<file path="config.mk">
export PLATFORM = sky130hd
export DESIGN_NAME = pr_region_gate
export DESIGN_NICKNAME = d
export VERILOG_FILES = /design/src/rtl/pr_gate_pkg.sv /design/src/rtl/st_pkt_tracker.sv /design/src/rtl/pr_region_gate.sv
export SDC_FILE = /design/constraint.sdc
export NUM_CORES = 1
export LEC_CHECK = 0
export CAP_MARGIN = 10
export CORE_AREA = 3 3 113 115
export CTS_CLUSTER_DIAMETER = 60
export DETAILED_ROUTE_END_ITERATION = 10
export DIE_AREA = 0 0 116 118
export HOLD_SLACK_MARGIN = 0.15
export SETUP_SLACK_MARGIN = 0.5
export SYNTH_ARGS = -nofsm -noshare
export SYNTH_HDL_FRONTEND = slang
export SYNTH_HIERARCHICAL = 1
export SYNTH_SLANG_ARGS = --single-unit
</file>
<file path="constraint.sdc">
create_clock -name clk -period 2 [get_ports clk]
set_input_delay 0.5 -clock clk [delete_from_list [all_inputs] [get_ports clk]]
set_output_delay 0.5 -clock clk [all_outputs]
set_load 0.02 [all_outputs]
</file>
<file path="src/rtl/pr_gate_pkg.sv">
// Shared types and constants for the PR region isolation gate.
package pr_gate_pkg;

    localparam int unsigned TO_W = 16;

    typedef enum logic [1:0] {
        RUN,
        DRAIN,
        FROZEN
    } state_e;

    // Beat view at the default 64-bit data / 3-bit empty widths.
    typedef struct packed {
        logic [63:0] data;
        logic        sop;
        logic        eop;
        logic [2:0]  empty;
    } st_beat_t;

endpackage

</file>
<file path="src/rtl/st_pkt_tracker.sv">
// In-packet flag for one Avalon-ST interface, driven by handshaked SOP/EOP beats.
module st_pkt_tracker (
    input  logic clk,
    input  logic reset,
    input  logic clear,
    input  logic valid,
    input  logic ready,
    input  logic sop,
    input  logic eop,
    output logic in_pkt
);

    logic in_pkt_q, in_pkt_d;

    // A single-beat packet (sop & eop) takes the eop branch and never sets the flag.
    always_comb begin
        in_pkt_d = in_pkt_q;
        if (valid && ready) begin
            if (eop) begin
                in_pkt_d = 1'b0;
            end else if (sop) begin
                in_pkt_d = 1'b1;
            end
        end
        if (clear) begin
            in_pkt_d = 1'b0;
        end
    end

    always_ff @(posedge clk) begin
        if (reset) begin
            in_pkt_q <= 1'b0;
        end else begin
            in_pkt_q <= in_pkt_d;
        end
    end

    assign in_pkt = in_pkt_q;

endmodule

</file>
<file path="src/rtl/pr_region_gate.sv">
// Avalon-ST isolation gate between the packet switch and one PR region.
// Define PR_GATE_STATS_EN to add the drop_pkts / trunc_pkts counters.
module pr_region_gate
    import pr_gate_pkg::*;
#(
    parameter int unsigned DATA_W        = 64,
    parameter int unsigned EMPTY_W       = 3,
    parameter int unsigned DRAIN_TIMEOUT = 1024
) (
    input  logic               clk,
    input  logic               reset,
    input  logic               region_enable,
    input  logic               region_freeze,
    output logic               freeze_ack,
`ifdef PR_GATE_STATS_EN
    output logic [31:0]        drop_pkts,
    output logic [31:0]        trunc_pkts,
`endif
    input  logic [DATA_W-1:0]  in_data,
    input  logic               in_valid,
    input  logic               in_sop,
    input  logic               in_eop,
    input  logic [EMPTY_W-1:0] in_empty,
    output logic               in_ready,
    output logic [DATA_W-1:0]  rtx_data,
    output logic               rtx_valid,
    output logic               rtx_sop,
    output logic               rtx_eop,
    output logic [EMPTY_W-1:0] rtx_empty,
    input  logic               rtx_ready,
    input  logic [DATA_W-1:0]  rrx_data,
    input  logic               rrx_valid,
    input  logic               rrx_sop,
    input  logic               rrx_eop,
    input  logic [EMPTY_W-1:0] rrx_empty,
    output logic               rrx_ready,
    output logic [DATA_W-1:0]  out_data,
    output logic               out_valid,
    output logic               out_sop,
    output logic               out_eop,
    output logic [EMPTY_W-1:0] out_empty,
    output logic               out_error,
    input  logic               out_ready
);

    localparam logic [TO_W-1:0] TO_LIMIT = TO_W'(DRAIN_TIMEOUT);

    state_e          state_q, state_d;
    logic            freeze_ack_q;
    logic [TO_W-1:0] to_cnt_q, to_cnt_d;
    logic            drop_q, drop_d;
    logic            trunc_q, trunc_d;
    logic            err_sent_q, err_sent_d;

    logic in_pkt, rrx_pkt;
    logic trk_clear, timeout, drop_sop, trunc_evt, in_hs;

    assign in_hs     = in_valid & in_ready;
    assign trk_clear = (state_q == FROZEN) & ~region_freeze;
    assign timeout   = (state_q == DRAIN) && (to_cnt_q >= TO_LIMIT);
    assign drop_sop  = (state_q == RUN) & ~in_pkt & in_sop & ~region_enable;
    assign trunc_evt = timeout & ~trunc_q & (in_pkt | rrx_pkt);

    st_pkt_tracker u_in_trk (
        .clk    (clk),
        .reset  (reset),
        .clear  (trk_clear),
        .valid  (in_valid),
        .ready  (in_ready),
        .sop    (in_sop),
        .eop    (in_eop),
        .in_pkt (in_pkt)
    );

    st_pkt_tracker u_rrx_trk (
        .clk    (clk),
        .reset  (reset),
        .clear  (trk_clear),
        .valid  (rrx_valid),
        .ready  (rrx_ready),
        .sop    (rrx_sop),
        .eop    (rrx_eop),
        .in_pkt (rrx_pkt)
    );

    always_comb begin
        state_d = state_q;
        case (state_q)
            RUN:     if (region_freeze) state_d = DRAIN;
            DRAIN:   if (!in_pkt && !rrx_pkt) state_d = FROZEN;
            FROZEN:  if (!region_freeze) state_d = RUN;
            default: state_d = RUN;
        endcase
    end

    // Held at zero outside DRAIN, so every DRAIN entry starts from zero.
    always_comb begin
        to_cnt_d = '0;
        if (state_q == DRAIN) begin
            to_cnt_d = (to_cnt_q == '1) ? to_cnt_q : to_cnt_q + 16'd1;
        end
    end

    always_comb begin
        drop_d = drop_q;
        if (in_hs) begin
            if (in_eop) begin
                drop_d = 1'b0;
            end else if (drop_sop) begin
                drop_d = 1'b1;
            end
        end
        if (trk_clear) begin
            drop_d = 1'b0;
        end
    end

    always_comb begin
        trunc_d    = 1'b0;
        err_sent_d = 1'b0;
        if (state_q == DRAIN) begin
            trunc_d    = trunc_q | trunc_evt;
            err_sent_d = err_sent_q | (out_valid & out_ready & out_error);
        end
    end

    assign rtx_data  = in_data;
    assign rtx_sop   = in_sop;
    assign rtx_eop   = in_eop;
    assign rtx_empty = in_empty;

    always_comb begin
        in_ready  = 1'b0;
        rtx_valid = 1'b0;
        case (state_q)
            RUN: begin
                if (drop_q || drop_sop) begin
                    in_ready = 1'b1;
                end else begin
                    in_ready  = rtx_ready;
                    rtx_valid = in_valid;
                end
            end
            DRAIN: begin
                if (in_pkt) begin
                    if (drop_q || timeout) begin
                        in_ready = 1'b1;
                    end else begin
                        in_ready  = rtx_ready;
                        rtx_valid = in_valid;
                    end
                end
            end
            default: ;
        endcase
    end

    // After timeout an egress packet is closed with an error beat, then its tail is sunk.
    always_comb begin
        rrx_ready = 1'b0;
        out_valid = 1'b0;
        out_data  = rrx_data;
        out_sop   = rrx_sop;
        out_eop   = rrx_eop;
        out_empty = rrx_empty;
        out_error = 1'b0;
        case (state_q)
            RUN: begin
                rrx_ready = out_ready;
                out_valid = rrx_valid;
            end
            DRAIN: begin
                if (rrx_pkt) begin
                    if (!timeout) begin
                        rrx_ready = out_ready;
                        out_valid = rrx_valid;
                    end else if (!err_sent_q) begin
                        out_valid = 1'b1;
                        out_data  = '0;
                        out_sop   = 1'b0;
                        out_eop   = 1'b1;
                        out_empty = '0;
                        out_error = 1'b1;
                    end else begin
                        rrx_ready = 1'b1;
                    end
                end
            end
            FROZEN:  rrx_ready = 1'b1;
            default: ;
        endcase
    end

    always_ff @(posedge clk) begin
        if (reset) begin
            state_q      <= RUN;
            freeze_ack_q <= 1'b0;
            to_cnt_q     <= '0;
            drop_q       <= 1'b0;
            trunc_q      <= 1'b0;
            err_sent_q   <= 1'b0;
        end else begin
            state_q      <= state_d;
            freeze_ack_q <= (state_d == FROZEN);
            to_cnt_q     <= to_cnt_d;
            drop_q       <= drop_d;
            trunc_q      <= trunc_d;
            err_sent_q   <= err_sent_d;
        end
    end

    assign freeze_ack = freeze_ack_q;

`ifdef PR_GATE_STATS_EN
    logic [31:0] drop_cnt_q, trunc_cnt_q;

    always_ff @(posedge clk) begin
        if (reset) begin
            drop_cnt_q  <= '0;
            trunc_cnt_q <= '0;
        end else begin
            if (in_hs && drop_sop && (drop_cnt_q != '1)) begin
                drop_cnt_q <= drop_cnt_q + 32'd1;
            end
            if (trunc_evt && (trunc_cnt_q != '1)) begin
                trunc_cnt_q <= trunc_cnt_q + 32'd1;
            end
        end
    end

    assign drop_pkts  = drop_cnt_q;
    assign trunc_pkts = trunc_cnt_q;
`endif

endmodule

</file>
==> impl_metrics.env <==
export IMPL_clk_path_buf_depth=2
export IMPL_min_delay_path_class="flop to flop"
export IMPL_netlist_area_um2=2370
export IMPL_via_count_of_the_first_global_routing_pass=2601
export IMPL_worstRegToRegCells=10
export IMPL_critical_path_max_stage_delay_ns=0.35
export IMPL_irDropWorstVdd_uv=230
export IMPL_cts_sinks=23
export IMPL_cp_depth=6
export IMPL_timing_setup_tns_ns=-10.75
export IMPL_min_to="to_cnt_q[2]$_SDFFE_PP0P_"
export IMPL_final_critical_delay_including_setup_and_external_delays_ns=2.21
export IMPL_report_final_hold_viol_count=0
export IMPL_yosys_area_top_type="buf_4"
export IMPL_worstMarginPinSlew_ns=0.302
export IMPL_timing_critical_path_buf_inv=2
export IMPL_synthArstFlopShare_pct=0
export IMPL_wire_per_inst_um=16.1
export IMPL_cellLeakagePower_nw=1.99
export IMPL_top_level_ports=290
export IMPL_htree_levels=1
export IMPL_layout_filler_cells=1189
export IMPL_post_route_period_util_pct=110
export IMPL_clk_pin_slew_worst_paths_ns=0.06
export IMPL_initial_antenna_violation_count=0
export IMPL_violations="setup timing"
export IMPL_worst_path_dominant_cell_family="simple AND/OR/NAND/NOR gates"
export IMPL_yosys_top_cells_count="nor2b_1 (70), buf_4 (69), dfxtp_1 (23)"
export IMPL_ant_diodes=0
export IMPL_cts_tree="built"
export IMPL_portBuffers=155
export IMPL_avgViaCountPerCell=4.52
export IMPL_area_growth_pct=93.9
export IMPL_antenna_violating_nets_post_route=0
export IMPL_floorplan_die_height_um=118
export IMPL_synth_enable_flop_cells=0
export IMPL_grt_overflow=0
export IMPL_hold_worst_slack_ns=0.477
export IMPL_clock_skew_final_ns=0.00128
export IMPL_slew_headroom_pct=79.7
export IMPL_crit_reg2reg_launch="to_cnt_q[13]$_SDFFE_PP0P_"
export IMPL_grt_util_all_layers_pct=11.8
export IMPL_layout_setup_ws_ns=-0.207
export IMPL_place_worst_setup_slack_ns=-0.912
export IMPL_critical_path_max_fanout=5
export IMPL_hp_start="to_cnt_q[2]$_SDFFE_PP0P_"
export IMPL_synth_area_per_cell_um2=7.56
export IMPL_design_die_area_um2=13700
export IMPL_dominant_cell_by_count_in_the_synthesized_netlist="nor2b_1"
export IMPL_drt_wl_total_um=9440
export IMPL_tritoncts_num_buffers=3
export IMPL_cts_root_buf="clkbuf_16"
export IMPL_core_rowCount=40
export IMPL_cts_hold_buf=0
export IMPL_finalNetCount=588
export IMPL_critPathKind="flop to output pin"
export IMPL_detail_route_iter0_violations=97
export IMPL_mappedNetlistNets=461
export IMPL_ys_seq_area_share_pct=19.5
export IMPL_timing_critical_path_arrival_ns=1.71
export IMPL_critPathSlowestCell="nor4_4"
export IMPL_critPathCaptureType="output pin"
export IMPL_final_layout_size_suffix_gt1_share_pct=52.2
export IMPL_remaining_drc_errors=0
export IMPL_crit_path_start_kind="flop"
export IMPL_initial_core_util_pct=19.9
export IMPL_synth_cells=313
export IMPL_power_per_cell_area_nw_per_um2=372
export IMPL_yosys_top_cells_area="buf_4 (22%), dfxtp_1 (19%), nor2b_1 (19%), a21oi_1 (3.2%), nand2_1 (2.5%)"
export IMPL_clk_latency_ns=0.26
export IMPL_critical_path_reg2reg_endpoint="u_rrx_trk/in_pkt$_SDFFE_PP0P_"
export IMPL_synth_seq_cells=23
export IMPL_hpwlAfterDp_um=7190
export IMPL_critical_path_required_ns=1.50
export IMPL_chain_of_cells_forming_the_critical_path="nor4_4 -> buf_4 -> and3_4 -> a31oi_2 -> o22ai_2 -> buf_6"
export IMPL_grt_start_max_net_pins=37
export IMPL_rd_place_congestion=0.852
export IMPL_dieWidth_um=116
export IMPL_detailroute_via_count=2648
export IMPL_status="complete, but fails checks"
export IMPL_hold_depth=1
export IMPL_unrepaired_setup_endpoints_after_global_routing="yes"
export IMPL_core_um2=11900
export IMPL_setup_viol_count_final=75
export IMPL_slew_violations=0
export IMPL_drtPass1Iterations=4
export IMPL_grt_pass1_wl_um=13200
export IMPL_achievable_frequency_mhz=453
export IMPL_ys_warnings_count=6
export IMPL_ys_flop_type="dfxtp_1"
export IMPL_worst_r2r_setup_slack_ns=-0.08
export IMPL_synth_top_area_share_pct=21.9
export IMPL_synthDistinctLibCells=46
export IMPL_maximum_capacitance_violations=0
==> worst max path at each step <==
stage                              start           end  slack, ns
6_report       to_cnt_q[13]$_SDFFE_PP0P_     rrx_ready      -0.21
5_1_grt        to_cnt_q[13]$_SDFFE_PP0P_       out_eop      -0.28
4_1_cts        to_cnt_q[10]$_SDFFE_PP0P_       out_eop      -0.22
3_5_place_dp                      in_sop      in_ready      -0.91
3_3_place_gp                      in_sop      in_ready      -0.85
2_1_floorplan  to_cnt_q[13]$_SDFFE_PP0P_  out_data[14]       0.06
==> report_power, final <==
part | internal (mW) | switching [mW] | leakage [nW]
Clock | 0.272 | 0.171 | 0.0382
Combinational | 0.465 | 0.320 | 1.76
Sequential | 0.468 | 0.00848 | 0.191
Total | 1.21 | 0.499 | 1.99
==> flip-flops by register name, indices dropped and copies added (netlist names) <==
signal / flops
to_cnt_q: 16
state_q: 2
drop_q: 1
err_sent_q: 1
freeze_ack: 1
u_in_trk/in_pkt: 1
u_rrx_trk/in_pkt: 1
==> timing repair <==
action,CTS,global route
pin swaps,17,14
gates cloned,1,4
resized for setup,421,97
setup endpoints to repair,92,94
endpoints found under the hold margin,0,0
setup buffers,9,5
==> kinds of logic after synthesis <==
logic type               synth area share, %
AND/OR/NAND/NOR                         38.8
buffers and inverters                   26.9
flip-flops                              19.5
multiplexers                           0.846
AO/OA/AOI/OAI                           12.5
XOR/XNOR                               0.370
adder cells (fa/ha/maj)                 1.06
==> routing by layer <==
| layer | vias to the layer above | share of wire [%] | track usage, % |
|---|---|---|---|
| met5 | - | 0 | 0 |
| met4 | 0 | 0.72 | 2.76 |
| met3 | 4 | 8.7 | 3.29 |
| met2 | 135 | 53 | 22.4 |
| met1 | 1270 | 37 | 12.7 |
| li1 | 1239 | - | - |
==> cells in the final DEF (no fill, tap or decap), drive strengths merged, types with 2 or more instances in the layout <==
cell type	synthesis	layout
inv	5	5
ha	2	2
a2111o	4	4
dfxtp	23	23
a31oi	8	8
buf	77	125
nor3	4	4
mux2i	2	2
nor2b	70	70
nor2	9	9
and2	6	7
nand4	7	7
dlygate4sd2	0	2
clkdlybuf4s50	0	75
nand2b	4	4
nand2	16	16
a21oi	15	15
o21ai	10	10
clkbuf	10	6
nor4	4	4
and3	7	7
nand3	6	6
nand3b	2	2
clkdlybuf4s15	0	3
and4	6	7
==> area by class of cell <==
cell class              count  area [µm²]  share of cell area, %
well taps                 147         184                   4.01
inverters                   5        18.8                  0.409
flip-flops and latches     23         475                   10.4
clock buffers               4        78.8                   1.72
multi-input cells         200        1810                   39.4
repair buffers            207        2030                   44.2
==> metrics by stage <==
step / power [mW] / cell area, µm² / instances / utilization (%)
2_1_floorplan: 0.984 / 2650 / 313 / -
3_3_place_gp: 1.19 / 4000 / 563 / 33.6
3_5_place_dp: 1.20 / 4000 / 563 / 33.6
4_1_cts: 1.64 / 4090 / 577 / 34.3
5_1_grt: 1.78 / 4590 / 586 / 38.5
6_report: 1.70 / 4590 / 586 / 38.5
(Power assumes the default switching activity.)
